$ cat src/rtl/timer_multi_if.sv
// Register-bus interface for timer_multi.
// Signals (named from the slave's point of view):
//   req_i    access strobe, one cycle per access
//   we_i     1 = write, 0 = read
//   addr_i   word address
//   wdata_i  write data
//   rdata_o  read data, valid with rvalid_o
//   rvalid_o pulses one cycle after every req_i
interface timer_multi_if #(
    parameter int unsigned ADDR_W = 6
);
    logic              req_i;
    logic              we_i;
    logic [ADDR_W-1:0] addr_i;
    logic [31:0]       wdata_i;
    logic [31:0]       rdata_o;
    logic              rvalid_o;

    modport master (
        output req_i, we_i, addr_i, wdata_i,
        input  rdata_o, rvalid_o
    );

    modport slave (
        input  req_i, we_i, addr_i, wdata_i,
        output rdata_o, rvalid_o
    );
endinterface

$ cat src/rtl/timer_multi.sv
// Multi-channel programmable interval timer.
// NCH up-counters of WIDTH bits share one prescaler; each channel has a
// limit, periodic/one-shot mode, sticky pending flag and interrupt enable.
// Ports:
//   clk, rst_n   clock, asynchronous active-low reset
//   bus          register bus (slave modport), 1-cycle registered response
//   irq_vec_o    per-channel pending & irq_en, registered
//   irq_o        OR of the per-channel interrupts, registered
module timer_multi #(
    parameter int unsigned NCH    = 4,
    parameter int unsigned WIDTH  = 32,
    parameter int unsigned PSC_W  = 8,
    parameter int unsigned ADDR_W = 6
) (
    input  logic              clk,
    input  logic              rst_n,
    timer_multi_if.slave      bus,
    output logic [NCH-1:0]    irq_vec_o,
    output logic              irq_o
);

    localparam int unsigned FW = ADDR_W - 2;
    localparam logic [ADDR_W-1:0] A_PSC    = ADDR_W'(0);
    localparam logic [ADDR_W-1:0] A_STATUS = ADDR_W'(1);
    localparam logic [1:0] R_CTRL  = 2'd0;
    localparam logic [1:0] R_LIMIT = 2'd1;
    localparam logic [1:0] R_COUNT = 2'd2;

    logic [PSC_W-1:0] psc_q, psc_d;
    logic [PSC_W-1:0] psc_cnt_q, psc_cnt_d;
    logic [NCH-1:0]   en_q, en_d;
    logic [NCH-1:0]   oneshot_q, oneshot_d;
    logic [NCH-1:0]   irq_en_q, irq_en_d;
    logic [NCH-1:0]   pending_q, pending_d;
    logic [WIDTH-1:0] limit_q [NCH];
    logic [WIDTH-1:0] limit_d [NCH];
    logic [WIDTH-1:0] count_q [NCH];
    logic [WIDTH-1:0] count_d [NCH];
    logic [31:0]      rdata_q, rdata_d;
    logic             rvalid_q;
    logic [NCH-1:0]   irq_vec_q, irq_vec_d;
    logic             irq_q;

    logic           wr;
    logic           rd;
    logic           tick;
    logic [FW-1:0]  afield;
    logic [1:0]     asub;
    logic [NCH-1:0] ch_hit;

    assign wr     = bus.req_i & bus.we_i;
    assign rd     = bus.req_i & ~bus.we_i;
    assign afield = bus.addr_i[ADDR_W-1:2];
    assign asub   = bus.addr_i[1:0];
    assign tick   = (psc_cnt_q == psc_q);

    // Channel c occupies word addresses 4+4c .. 7+4c
    always_comb begin : chan_decode
        ch_hit = '0;
        for (int unsigned c = 0; c < NCH; c++) begin
            ch_hit[c] = (afield == FW'(c + 1));
        end
    end

    // Prescaler, channel counters and register writes
    always_comb begin : next_state
        psc_d     = psc_q;
        psc_cnt_d = tick ? '0 : psc_cnt_q + PSC_W'(1);
        en_d      = en_q;
        oneshot_d = oneshot_q;
        irq_en_d  = irq_en_q;
        limit_d   = limit_q;
        count_d   = count_q;
        pending_d = pending_q;

        if (wr && bus.addr_i == A_PSC) begin
            psc_d     = PSC_W'(bus.wdata_i);
            psc_cnt_d = '0;
        end
        // W1C applied before the expiry set so a same-cycle expiry wins
        if (wr && bus.addr_i == A_STATUS) begin
            pending_d = pending_q & ~NCH'(bus.wdata_i);
        end

        for (int unsigned c = 0; c < NCH; c++) begin
            // A COUNT write suppresses that cycle's increment/expiry
            if (tick && en_q[c] && !(wr && ch_hit[c] && asub == R_COUNT)) begin
                if (count_q[c] >= limit_q[c]) begin
                    count_d[c]   = '0;
                    pending_d[c] = 1'b1;
                    if (oneshot_q[c]) en_d[c] = 1'b0;
                end else begin
                    count_d[c] = count_q[c] + WIDTH'(1);
                end
            end
            if (wr && ch_hit[c] && asub == R_COUNT) count_d[c] = WIDTH'(bus.wdata_i);
            if (wr && ch_hit[c] && asub == R_LIMIT) limit_d[c] = WIDTH'(bus.wdata_i);
            // Written CTRL overrides a same-cycle one-shot disable
            if (wr && ch_hit[c] && asub == R_CTRL) begin
                en_d[c]      = bus.wdata_i[0];
                oneshot_d[c] = bus.wdata_i[1];
                irq_en_d[c]  = bus.wdata_i[2];
            end
        end

        irq_vec_d = pending_q & irq_en_q;
    end

    // Read mux sees pre-update register values
    always_comb begin : read_mux
        rdata_d = '0;
        if (rd) begin
            if (bus.addr_i == A_PSC) begin
                rdata_d = 32'(psc_q);
            end else if (bus.addr_i == A_STATUS) begin
                rdata_d = 32'(pending_q);
            end else begin
                for (int unsigned c = 0; c < NCH; c++) begin
                    if (ch_hit[c]) begin
                        case (asub)
                            R_CTRL:  rdata_d = 32'({irq_en_q[c], oneshot_q[c], en_q[c]});
                            R_LIMIT: rdata_d = 32'(limit_q[c]);
                            R_COUNT: rdata_d = 32'(count_q[c]);
                            default: rdata_d = '0;
                        endcase
                    end
                end
            end
        end
    end

    always_ff @(posedge clk or negedge rst_n) begin : regs
        if (!rst_n) begin
            psc_q     <= '0;
            psc_cnt_q <= '0;
            en_q      <= '0;
            oneshot_q <= '0;
            irq_en_q  <= '0;
            pending_q <= '0;
            for (int unsigned c = 0; c < NCH; c++) begin
                limit_q[c] <= '0;
                count_q[c] <= '0;
            end
            rdata_q   <= '0;
            rvalid_q  <= 1'b0;
            irq_vec_q <= '0;
            irq_q     <= 1'b0;
        end else begin
            psc_q     <= psc_d;
            psc_cnt_q <= psc_cnt_d;
            en_q      <= en_d;
            oneshot_q <= oneshot_d;
            irq_en_q  <= irq_en_d;
            pending_q <= pending_d;
            limit_q   <= limit_d;
            count_q   <= count_d;
            rdata_q   <= rdata_d;
            rvalid_q  <= bus.req_i;
            irq_vec_q <= irq_vec_d;
            irq_q     <= |irq_vec_d;
        end
    end

    assign bus.rdata_o  = rdata_q;
    assign bus.rvalid_o = rvalid_q;
    assign irq_vec_o    = irq_vec_q;
    assign irq_o        = irq_q;

endmodule

$ cat src/flat_wrapper.sv
// flat-port wrapper written by rule: the top's interface ports become plain ports
module timer_multi_flat 
#(
    parameter int unsigned NCH    = 4,
    parameter int unsigned WIDTH  = 32,
    parameter int unsigned PSC_W  = 8,
    parameter int unsigned ADDR_W = 6
)
  (clk, rst_n, irq_vec_o, irq_o, bus_req_i, bus_we_i, bus_addr_i, bus_wdata_i, bus_rdata_o, bus_rvalid_o);
  timer_multi_if #(.ADDR_W(ADDR_W)) bus_i ();
  input  logic clk;
  input  logic rst_n;
  output logic [NCH-1:0] irq_vec_o;
  output logic irq_o;
  input wire logic [$bits(bus_i.req_i)-1:0] bus_req_i;
  input wire logic [$bits(bus_i.we_i)-1:0] bus_we_i;
  input wire logic [$bits(bus_i.addr_i)-1:0] bus_addr_i;
  input wire logic [$bits(bus_i.wdata_i)-1:0] bus_wdata_i;
  output wire logic [$bits(bus_i.rdata_o)-1:0] bus_rdata_o;
  output wire logic [$bits(bus_i.rvalid_o)-1:0] bus_rvalid_o;
  assign bus_i.req_i = bus_req_i;
  assign bus_i.we_i = bus_we_i;
  assign bus_i.addr_i = bus_addr_i;
  assign bus_i.wdata_i = bus_wdata_i;
  assign bus_rdata_o = bus_i.rdata_o;
  assign bus_rvalid_o = bus_i.rvalid_o;
  timer_multi #(.NCH(NCH), .WIDTH(WIDTH), .PSC_W(PSC_W), .ADDR_W(ADDR_W)) u_core (.clk(clk), .rst_n(rst_n), .bus(bus_i), .irq_vec_o(irq_vec_o), .irq_o(irq_o));
endmodule
$ cat config.mk
export PLATFORM = sky130hd
export DESIGN_NAME = timer_multi_flat
export DESIGN_NICKNAME = d
export VERILOG_FILES = /design/src/rtl/timer_multi_if.sv /design/src/rtl/timer_multi.sv /design/src/flat_wrapper.sv
export SDC_FILE = /design/constraint.sdc
export NUM_CORES = 1
export LEC_CHECK = 0
export ABC_AREA = 1
export CAP_MARGIN = 15
export CORE_UTILIZATION = 25
export CTS_BUF_LIST = sky130_fd_sc_hd__clkbuf_16
export CTS_CLUSTER_DIAMETER = 40
export DETAILED_ROUTE_END_ITERATION = 10
export GPL_ROUTABILITY_DRIVEN = 0
export PLACE_DENSITY = 0.38
export SYNTH_ARGS = -nofsm -noshare
export SYNTH_HDL_FRONTEND = slang
export SYNTH_SLANG_ARGS = --single-unit
$ cat constraint.sdc
create_clock -name clk -period 2.33 [get_ports clk]
set_clock_uncertainty 0.1 [all_clocks]
set_input_delay 0.233 -clock clk [delete_from_list [all_inputs] [get_ports clk]]
set_output_delay 0.233 -clock clk [all_outputs]
set_load 0.02 [all_outputs]
== Word-level counts from Yosys, hierarchy flattened ==
Index checks and enable logic that the tools add are counted.

* Add/subtract/negate cells: 5
* Order comparisons: 4
* Equal/unequal tests: 8
* Mux-type cells: 50
* Bitwise operators: 6
* Reduce and logical (&&, ||, !) cells: 53

{| class="wikitable"
|+ Operators with widths
! cell !! number
|-
| 2-to-1 mux 32 bit || 19
|-
| one-hot mux 32 bit (3 select lines) || 4
|-
| adder 32 x 1 -> 32 bit, second input constant || 4
|-
| >= comparator 32 bit || 4
|-
| nonzero test 2 bit || 16
|-
| logical AND 1 bit || 26
|-
| 2-to-1 mux 1 bit || 24
|-
| 2-to-1 mux 8 bit || 2
|-
| AND reduction 3 bit || 4
|-
| adder 8 x 1 -> 8 bit, second input constant || 1
|-
| AND 4 bit || 2
|-
| == test 4 x 2 -> 1 bit, second input constant || 2
|-
| == test 8 bit || 1
|-
| == test 6 x 1 -> 1 bit, second input constant || 1
|-
| logical NOT 6 bit || 1
|-
| == test 4 x 1 -> 1 bit, second input constant || 1
|-
| == test 4 x 3 -> 1 bit, second input constant || 1
|-
| logical NOT 1 bit || 4
|-
| 2-to-1 mux 4 bit || 1
|-
| NOT 4 bit || 1
|-
| OR reduction 4 bit || 1
|-
| AND 1 bit || 2
|-
| == test 2 x 1 -> 1 bit, second input constant || 1
|-
| == test 2 bit, second input constant || 1
|-
| other kinds (2) || 2
|}

* Flip-flop bits (word level): 326
* Bits of input ports: 42
* Output and inout bits: 38
* Logic and storage cells: 153

== Longest topological paths before layout ==
* Word-level depth: 9
* Mapped depth: 16

== Least setup slack after synthesis ==
Ideal clock, no wire load.

* Kind: register to register
* Start point: register u_core.count_q[115] (netlist bit)
* End point: register u_core.count_q[113] (netlist bit)
* Arrival: 1.754 ns
* Data required time: 2.152 ns
* Path slack: 0.398 ns
* Cell stages (with the launch flop): 12
* Buffers on the path: 1
* Period minus slack after synthesis: 1.932 ns
* Path through: dfrtp_1 -> ha_1 -> nand2_1 -> inv_1 -> nand2_1 -> nand2_1 -> nand2_1 -> nand2_1 -> a21oi_1 -> nand4_4 -> buf_2 -> o21bai_1

* Cells in the longest elaborated chain, start to end: 4

{| class="wikitable"
|+ RTL lines
! what !! RTL line !! source
|-
| from (decl) || timer_multi.sv:37 || <nowiki>logic [WIDTH-1:0] count_q [NCH];</nowiki>
|-
| from (signal assigned) || timer_multi.sv:156 || <nowiki>count_q <= count_d;</nowiki>
|-
| >= comparator 32 bit || timer_multi.sv:88 || <nowiki>if (count_q[c] >= limit_q[c]) begin</nowiki>
|-
| 2-to-1 mux 32 bit || timer_multi.sv:88 ||
|-
| 2-to-1 mux 32 bit || timer_multi.sv:87 || <nowiki>if (tick && en_q[c] && !(wr && ch_hit[c] && asub == R_COUNT)) begin</nowiki>
|-
| 2-to-1 mux 32 bit || timer_multi.sv:96 || <nowiki>if (wr && ch_hit[c] && asub == R_COUNT) count_d[c] = WIDTH'(bus.wdata_i);</nowiki>
|}

No other way between the ends. The select of a mux whose other input is x is not followed.
A chain may end at the register's enable or synchronous reset.

== Worst setup path after layout ==
* Start point: register u_core.limit_q[63] (netlist bit)
* End point: register u_core.count_q[46] (netlist bit)

* Cells in the longest elaborated chain, start to end: 4

{| class="wikitable"
|+ RTL lines
! what !! RTL line !! source
|-
| from (decl) || timer_multi.sv:35 || <nowiki>logic [WIDTH-1:0] limit_q [NCH];</nowiki>
|-
| from (signal assigned) || timer_multi.sv:155 || <nowiki>limit_q <= limit_d;</nowiki>
|-
| >= comparator 32 bit || timer_multi.sv:88 ||
|-
| 2-to-1 mux 32 bit || timer_multi.sv:88 ||
|-
| 2-to-1 mux 32 bit || timer_multi.sv:87 ||
|-
| 2-to-1 mux 32 bit || timer_multi.sv:96 ||
|}

No other way between the ends. The select of a mux whose other input is x is not followed.

==> flow_summary.ini <==
[routing]
vias = 21660
routedWlPerCell_um = 21.54
routed_wl_um = 94760
firstDrtPassIters = 6
drc = 0
via_per_inst = 4.922
ant_nets = 0
drtIter0Drc = 1588

[sta]
final_max_slew_viol_count = 0
period_share = 0.9743
fin_crit_ns = 2.270
maxSlewHeadroom = 0.4572
worst_pin_slew_ns = 0.8133
rsz0062_at_grt = true
finalHoldViolCount = 0
setup_viol_count_final = 0
setup_tns_ns = 0
timing.fmax_ghz = 0.4405
fin_ws_ns = 0.05979

[synth]
synth_fp_nets = 3017
syn_area_um2 = 21640
muxShareOfSynthArea = 0
ys_ff_latch = 326
synthAdderAreaFrac = 0.07689
avgSynthCellArea_um2 = 7.616
synthSimpleGateAreaFrac = 0.2111
synth_compound_area_frac = 0.2022
synth_warnings = 0
synth_xor_area_frac = 0.04128
syn_inst = 2842
ys_types = 44
synth_top_family_by_area = simple AND/OR/NAND/NOR gates
synth_seq_area_share = 0.3769

[floorplan]
die-area_um2 = 87750
rows = 107
ios = 80
core_um2 = 85410
fp.dieH_um = 296.2
die_x_um = 296.2
start_util = 0.2534

[global_routing]
grt_pass1_vias = 22060
grt_pass1_wl_um = 140500
antenna_found_initial = 0
track_usage = 0.2158
grt_max_degree = 67
grt_overflow = 0

[layout]
drive_gt1_frac = 0.1613
area_growth_pct = 35.10
fill_cells = 9093
nets = 3355
post-route-util = 0.3423
final_area_um2 = 29240

[setup_path]
critPathMaxFanout = 6
cp.arrival_ns = 2.71
end_kind = flop
reg2reg_from = u_core.limit_q[63]
r2r-end = u_core.count_q[46]
worstSetupStartpoint = u_core.limit_q[63]
reg2reg_depth = 10
path_class = flop to flop
start_kind = flop
r2r_setup_slack_ns = 0.06
worstPathRequired_ns = 2.77

[clock_network]
clk_pin_slew_ns = 0.05
clk_path_buf_depth = 3
root_buffer = clkbuf_16
cts_tree = yes
numCtsBuffers = 90
cts.htree.levels = 3
clock_latency_ns = 0.63
clock-sinks = 326

[run]
maxCapViolCount = 0

[pwr]
seqPwrFrac = 0.258
power_per_cell_area_nw_per_um2 = 957.4
clockPowerShare = 0.446
p_comb_frac = 0.296
p_int_mw = 18.16
p_total_mw = 27.99
p_switching_mw = 9.831
netSwitchingFraction = 0.3512
peakVddDrop_mv = 0.4357
leakagePower_nw = 13.04

[placement]
dp_slack_ns = -0.4607
hpwl_um = 71420
io_buffers = 79
placed_area_um2 = 25850

[hold_path]
min_path_type = input pin to asynchronous set/reset pin

[outcome]
status = completed
-- cell type report --
class,instances,area [um2],share of cell area
inverters,403,1514,0.05178
clock inverters,73,700.7,0.02396
clock buffers,94,2352,0.08045
multi-input cells,2002,11750,0.4018
repair buffers,357,3323,0.1137
well taps,1144,1431,0.04895
flip-flops and latches,326,8167,0.2793
diodes,1,2.502,0.00008558
-- synthesized netlist by cell type (all sizes together) --
cell / number / area share
nor3: 60 / 0.015
xor2: 87 / 0.035
and3: 1 / 0.00029
dfrtp: 326 / 0.38
o211ai: 2 / 0.00069
nand4: 45 / 0.015
nand2: 667 / 0.12
clkinv: 4 / 0.00069
ha: 133 / 0.077
a21oi: 88 / 0.020
o2111ai: 6 / 0.0024
nand3b: 4 / 0.0014
o21bai: 114 / 0.045
inv: 399 / 0.069
o21ai: 219 / 0.051
a21o: 4 / 0.0014
a221oi: 23 / 0.0093
nand3: 98 / 0.025
nor4: 4 / 0.0012
buf: 33 / 0.0082
clkbuf: 78 / 0.014
nor2: 186 / 0.035
o22ai: 207 / 0.060
a41oi: 1 / 0.00040
a211oi: 23 / 0.0080
o221ai: 4 / 0.0016
o21a: 8 / 0.0028
xnor2: 15 / 0.0061
and2: 3 / 0.00087
-- timing repair --
item	CTS	global route
hold endpoints to repair	327	0
pin swaps	0	9
setup endpoints to repair	2	63
hold buffers	2	0
resized for setup	2	54
cloned	0	2
buffers inserted	0	6
-- per-layer routing --
| metal | GRT usage | up-vias | part of all wire |
|---|---|---|---|
| met5 | 0 | - | 0 |
| met4 | 0.08247 | 0 | 0.035 |
| met3 | 0.03245 | 168 | 0.052 |
| met2 | 0.3517 | 638 | 0.46 |
| met1 | 0.2862 | 10590 | 0.45 |
| li1 | - | 10260 | - |
-- metrics by stage --
stage                     instances  hold slack [ns]
after floorplan                2842          -0.1626
after detailed placement       4222          0.09951
after CTS                      4391          0.02504
final                          4400          0.02351
after global placement         4222          0.09681
after global routing           4399          0.05818
-- power by group through the flow --
stage          Combinational (mW)  Sequential, mW  Clock, mW
3_5_place_dp                 7.95            7.26          0
3_3_place_gp                 7.87            7.26          0
5_1_grt                      9.15            7.32       13.0
6_report                     8.28            7.23       12.5
2_1_floorplan                4.68            7.12          0
4_1_cts                      8.00            7.19       12.7
-- worst max-delay path, stage by stage (launching register included) --
cell and delay, ns:
dfrtp_1 0.37, inv_1 0.14, ha_4 0.23, nand2_1 0.15, o21a_1 0.22, nand2_1 0.09, a21oi_2 0.10, buf_4 0.17
nand4_4 0.23, clkbuf_16 0.25, o21bai_1 0.13
-- layout by cell type, fill, tap and decap left out, types with 96 or more instances in the layout --
master | netlist | final
buf_4 | 3 | 242
o22ai_1 | 207 | 207
dfrtp_1 | 326 | 319
nor2_1 | 177 | 163
clkbuf_16 | 0 | 96
ha_1 | 133 | 126
nand2_1 | 661 | 655
o21ai_0 | 218 | 217
inv_1 | 391 | 395
o21bai_1 | 104 | 103
-- how the worst max path moves through the flow --
stage	end	slack, ns
2_1_floorplan	u_core.count_q[113]	0.40
3_3_place_gp	u_core.bus.rdata_o[28]	-0.41
3_5_place_dp	u_core.bus.rdata_o[28]	-0.46
4_1_cts	u_core.count_q[90]	0.01
5_1_grt	u_core.count_q[90]	-0.02
6_report	u_core.count_q[46]	0.06
-- state kept, by name, summed over array words and instances, names as in the netlist --
register and count:
u_core.count_q 128, u_core.limit_q 128, u_core.bus.rdata_o 32, u_core.psc_cnt_q 8, u_core.psc_q 8, u_core.en_q 4, u_core.irq_en_q 4, u_core.irq_vec_o 4
u_core.oneshot_q 4, u_core.pending_q 4, u_core.bus.rvalid_o 1, u_core.irq_o 1
-- kinds of logic (layout without fill, tap and decap cells) --
group / count (synthesis) / in the layout
buffers and inverters: 514 / 927
other: 0 / 1
flip-flops: 326 / 326
adder cells (fa/ha/maj): 133 / 133
AO/OA/AOI/OAI: 699 / 699
AND/OR/NAND/NOR: 1068 / 1068
XOR/XNOR: 102 / 102
Note: power is estimated with default switching activity, not from simulation.
